$ cat src/rtl/bpd_update_arbiter.sv
// N-channel branch-predictor update arbiter: mispredict class first, RR or fixed
// priority within a class, registered output FIFO. Optional: BPD_UPDATE_ARB_STATS_EN.
module bpd_update_arbiter #(
  parameter int N_IN  = 2,
  parameter int W     = 170,
  parameter int DEPTH = 2,
  parameter int RR    = 1,
  parameter int CW    = $clog2(N_IN)
) (
  input  logic              clock,
  input  logic              reset,
  input  logic              io_flush,
  input  logic [N_IN-1:0]   io_in_valid,
  output logic [N_IN-1:0]   io_in_ready,
  input  logic [N_IN-1:0]   io_in_mispredict,
  input  logic [N_IN*W-1:0] io_in_bits,
  output logic              io_out_valid,
  input  logic              io_out_ready,
  output logic [W-1:0]      io_out_bits,
  output logic [CW-1:0]     io_chosen
`ifdef BPD_UPDATE_ARB_STATS_EN
  ,
  output logic [31:0]       io_conflict_cnt
`endif
);

  localparam int PW   = (DEPTH > 1) ? $clog2(DEPTH) : 1;
  localparam int CNTW = $clog2(DEPTH + 1);

  logic [W-1:0]    mem_bits   [DEPTH];
  logic [CW-1:0]   mem_chosen [DEPTH];
  logic [PW-1:0]   head, tail;
  logic [CNTW-1:0] count;
  logic [CW-1:0]   rr_ptr;

  logic [N_IN-1:0] hi, cand;
  logic [CW-1:0]   grant;
  logic            found;
  logic            enq_ready, enq, deq;
  logic [W-1:0]    enq_bits;

  assign hi   = io_in_valid & io_in_mispredict;
  assign cand = (hi != '0) ? hi : io_in_valid;

  // NOTE: every variable driven here gets a default first so no latch is inferred.
  always_comb begin
    grant = '0;
    found = 1'b0;
    if (RR != 0) begin
      for (int k = 1; k <= N_IN; k++) begin
        if (!found && cand[(int'(rr_ptr) + k) % N_IN]) begin
          grant = CW'((int'(rr_ptr) + k) % N_IN);
          found = 1'b1;
        end
      end
    end else begin
      for (int i = N_IN - 1; i >= 0; i--) begin
        if (cand[i]) grant = CW'(i);
      end
    end
  end

  // Acceptance depends only on local state, never on io_out_ready; held off while in reset.
  assign enq_ready = (count < CNTW'(DEPTH)) & ~io_flush & ~reset;

  always_comb begin
    io_in_ready = '0;
    if ((cand != '0) && enq_ready) io_in_ready[grant] = 1'b1;
  end

  assign enq      = io_in_valid[grant] & io_in_ready[grant];
  assign enq_bits = io_in_bits[grant*W +: W];

  assign io_out_valid = (count != '0);
  assign deq          = io_out_valid & io_out_ready;
  assign io_out_bits  = mem_bits[head];
  assign io_chosen    = mem_chosen[head];

  function automatic logic [PW-1:0] ptr_next(input logic [PW-1:0] p);
    return (p == PW'(DEPTH - 1)) ? '0 : p + PW'(1);
  endfunction

  always_ff @(posedge clock) begin
    if (reset) begin
      count  <= '0;
      head   <= '0;
      tail   <= '0;
      rr_ptr <= CW'(N_IN - 1);
      // NOTE: storage is cleared so io_out_bits/io_chosen read as zero out of reset.
      for (int i = 0; i < DEPTH; i++) begin
        mem_bits[i]   <= '0;
        mem_chosen[i] <= '0;
      end
    end else begin
      if (enq) begin
        mem_bits[tail]   <= enq_bits;
        mem_chosen[tail] <= grant;
        rr_ptr           <= grant;
      end
      if (io_flush) begin
        count <= '0;
        head  <= '0;
        tail  <= '0;
      end else begin
        if (enq) tail <= ptr_next(tail);
        if (deq) head <= ptr_next(head);
        case ({enq, deq})
          2'b10:   count <= count + CNTW'(1);
          2'b01:   count <= count - CNTW'(1);
          default: count <= count;
        endcase
      end
    end
  end

`ifdef BPD_UPDATE_ARB_STATS_EN
  // Counts accepted cycles that had competing requesters; survives flush.
  always_ff @(posedge clock) begin
    if (reset) begin
      io_conflict_cnt <= '0;
    end else if (enq && ($countones(io_in_valid) >= 2) && (io_conflict_cnt != 32'hFFFF_FFFF)) begin
      io_conflict_cnt <= io_conflict_cnt + 32'd1;
    end
  end
`endif

endmodule

$ cat config.mk
export PLATFORM = sky130hd
export DESIGN_NAME = bpd_update_arbiter
export DESIGN_NICKNAME = d
export VERILOG_FILES = /design/src/rtl/bpd_update_arbiter.sv
export SDC_FILE = /design/constraint.sdc
export NUM_CORES = 1
export LEC_CHECK = 0
export BUFFER_PORTS_ARGS = -buffer_cell sky130_fd_sc_hd__clkbuf_2
export CAP_MARGIN = 5
export CORE_AREA = 3 3 200 202
export DETAILED_ROUTE_END_ITERATION = 8
export DIE_AREA = 0 0 203 205
export GPL_TIMING_DRIVEN = 0
export PLACE_DENSITY_LB_ADDON = 0.25
export SYNTH_ARGS = -nofsm -noshare
export SYNTH_HDL_FRONTEND = slang
export SYNTH_SLANG_ARGS = --single-unit
export TNS_END_PERCENT = 10
$ cat constraint.sdc
create_clock -name clock -period 10.3 [get_ports clock]
set_input_delay 0 -clock clock [delete_from_list [all_inputs] [get_ports clock]]
set_output_delay 0 -clock clock [all_outputs]
set_load 0.02 [all_outputs]
==> results.md <==
* Fillers at 2960
* CP max FO at 61
* Syn Nets at about 1500
* Share of cells above drive strength 1 at 38.81%
* Final Worst Setup Slack at between 7 and 8 ns
* CORE AREA at 38470 sq um
* Max-slew violation count at 0
* Avg Synthesized Cell Area at 14.04 sq um
* DIE AREA at between 40000 and 50000 sq um
* Yosys top cell area share at 64.29%
* WP data required at 10.47 ns
* Synth cell types at 31
* Dpl cell area at roughly 19000 sq um
* R2R setup slack at between 7 and 8 ns
* GPL Wtd Cong at ~0.8
* Final instance area at around 24000 sq um
* Final hold viol count at 0
* Status: finished clean
* Sequential share of the synthesized area at 65.04%
* Hold slack final at approximately 0.099 ns
* IO buf count at roughly 520
* Main synth FF type: edfxtp_1
* EDFF count, synth at between 300 and 400
* Area growth, synth to finish at 50.67%
* Final worst path period need at around 3 ns
* Initial antenna violation count at 2
* CTS buffer count at 38
* Final worst path period share at 29.20%
* Syn Std Cell Area at 15980 sq um
* CTS Buffer Depth at 3
* CP Capture Type: flop
* Async set-reset flop share out of synthesis at 0%
* Final setup fails at 0
* Critical path origin: reset
* Die Width at 203 microns
* CP arrival at 3.18 ns
* Critical path type: primary input to flop
* Vias per cell at between 4 and 5
* H-tree levels at 2
* # placed instances at roughly 2200
* CP startpoint kind: primary input
* Die height at slightly above 200 microns
* CTS root buf: clkbuf_16
* Worst VDD drop at about 0.11 mV
* Detailed Route Iter0 Violations at 630
* Post-synth top cells: nor2_1, edfxtp_1, mux2_2
* Drt drc at 0
* Reg-to-reg startpoint: rr_ptr
* CTS tree: built
* Pwr Density at about 150 nW/um^2
* Setup repair after global routing missed its margin: false
* Top area cells in the synthesized netlist: edfxtp_1, mux2_2, mux2i_1, nor2_1, buf_6
* Routed Antenna Nets at 0
* Clock transition at the registers of the reported paths at ~0.060 ns
* Worst-skew pair later-pin latency at 0.51 ns
* First-pass GRT wire length at 71250 microns
* Post_cts resized at 0
* Slew HR at 36.95%
* Finished Layout Cells at roughly 2600
* Yosys top cell by area: edfxtp_1
* WL/cell at around 18 microns
* Setup Skew at 0.01001 ns
* Multi-input gate area in the final layout at roughly 5100 sq um
* Initial Utilization at 41.53%
* # nets final at approximately 2400
* Number of global-route vias before repair at between 10000 and 15000
* Largest net degree at the start of global routing at 62
* IO Pins at between 500 and 600
* GRT overflow at 0
* Post-Route WL at 47410 microns
* Synth warnings at 0
* Dpl hpwl at 31290 microns
* Mapped Cells at between 1000 and 1500
* Total number of vias at 12510
* Flops & latches, synth at 348
* Max cap viols at 0
* Cell Rows at about 70
* Worst hold start: io_in_valid[0]
* Most frequent cell after synthesis: nor2_1
* Reg area at 10390 sq um
* Worst Tran Pin Value at about 0.95 ns
* Clk sink count at about 350
* Final setup TNS at 0 ns
* Hold Path Class: primary input to flop
* Total track usage at 21.93%
* Pleak at about 11 nW
* Pre-CTS setup slack at between 7 and 8 ns
* Router iterations before antenna repair at 5
* Highest Clock Rate at 0.3325 GHz
[report_power, final]
group	leakage (nW)	switching, mW	internal, mW
clock network	0.609	0.542	0.826
logic	6.58	0.312	0.310
registers	3.62	0.0174	1.64
[critical path: stages]
cell and delay, ns:
dlygate4sd3_1 0.54, clkbuf_2 0.13, or2_1 0.21, buf_2 0.16, nor3_4 0.22, nand2b_1 0.07
buf_2 0.25, buf_6 0.23, nand2b_4 0.58, buf_16 0.36, buf_16 0.33
[cells by family after synthesis]
family | synth area share, %
compound gates | 0.2663
buf+inv | 3.023
fa+ha+maj | 0.07831
simple gates | 8.725
mux | 22.71
flops | 65.04
xor+xnor | 0.1645
[per-layer routing]
layer	share of wire, %	vias up	track usage, %
met2	52	447	40.10
met4	3.0	2	6.830
met5	0.027	-	0
li1	-	5916	-
met3	7.1	89	5.848
met1	38	6053	25.08
[stage by stage]
step	utilization, %	power, mW
final	62.57	3.648
after CTS	62.57	3.671
after global placement	49.99	2.177
after detailed placement	50.32	2.169
after global routing	62.57	3.782
after floorplan	-	1.976
[path summary, 6_finish.rpt]
check / cells after the start / to
worst max-delay path: 11 / mem_bits[0][134]
worst max register to register: 8 / mem_bits[1][110]
worst min-delay path: 4 / mem_chosen[1]
worst min register to register: 1 / rr_ptr
[flip-flops by register name (all words and copies together) (netlist names), named ones only]
register and count:
rr_ptr 1, mem_chosen 2, head 1, mem_bits 340, tail 1, count 2
[cell type report]
cell class,count,area share (%)
Antenna cell,1,0.01040
Buffer,76,1.960
Clock buffer,48,4.372
Clock inverter,22,0.8941
Inverter,3,0.04678
Multi-Input combinational cell,711,21.26
Sequential cell,348,43.17
Tap cell,518,2.693
Timing Repair Buffer,869,25.60
[placed cells by master, fill, tap and decap left out, types with 3 or more instances in the layout]
| cell type | netlist | routed |
|---|---|---|
| mux2_2 | 171 | 171 |
| clkinv_1 | 0 | 7 |
| buf_1 | 9 | 9 |
| buf_2 | 26 | 26 |
| dfxtp_1 | 6 | 6 |
| mux2i_1 | 170 | 170 |
| inv_1 | 3 | 3 |
| nor2_1 | 346 | 346 |
| buf_4 | 5 | 5 |
| clkinv_2 | 0 | 6 |
| dlygate4sd3_1 | 0 | 344 |
| clkinvlp_4 | 0 | 4 |
| edfxtp_1 | 342 | 342 |
| buf_16 | 0 | 4 |
| clkbuf_16 | 0 | 41 |
| buf_6 | 18 | 18 |
| bufinv_16 | 0 | 4 |
| clkbuf_2 | 0 | 521 |
| clkbuf_1 | 18 | 25 |
[repair_timing]
| action | in CTS | in global routing |
|---|---|---|
| hold buffers | 344 | 0 |
| setup buffers | 0 | 0 |
| hold endpoints to repair | 347 | 0 |
Power figures use the tool's default switching activity.
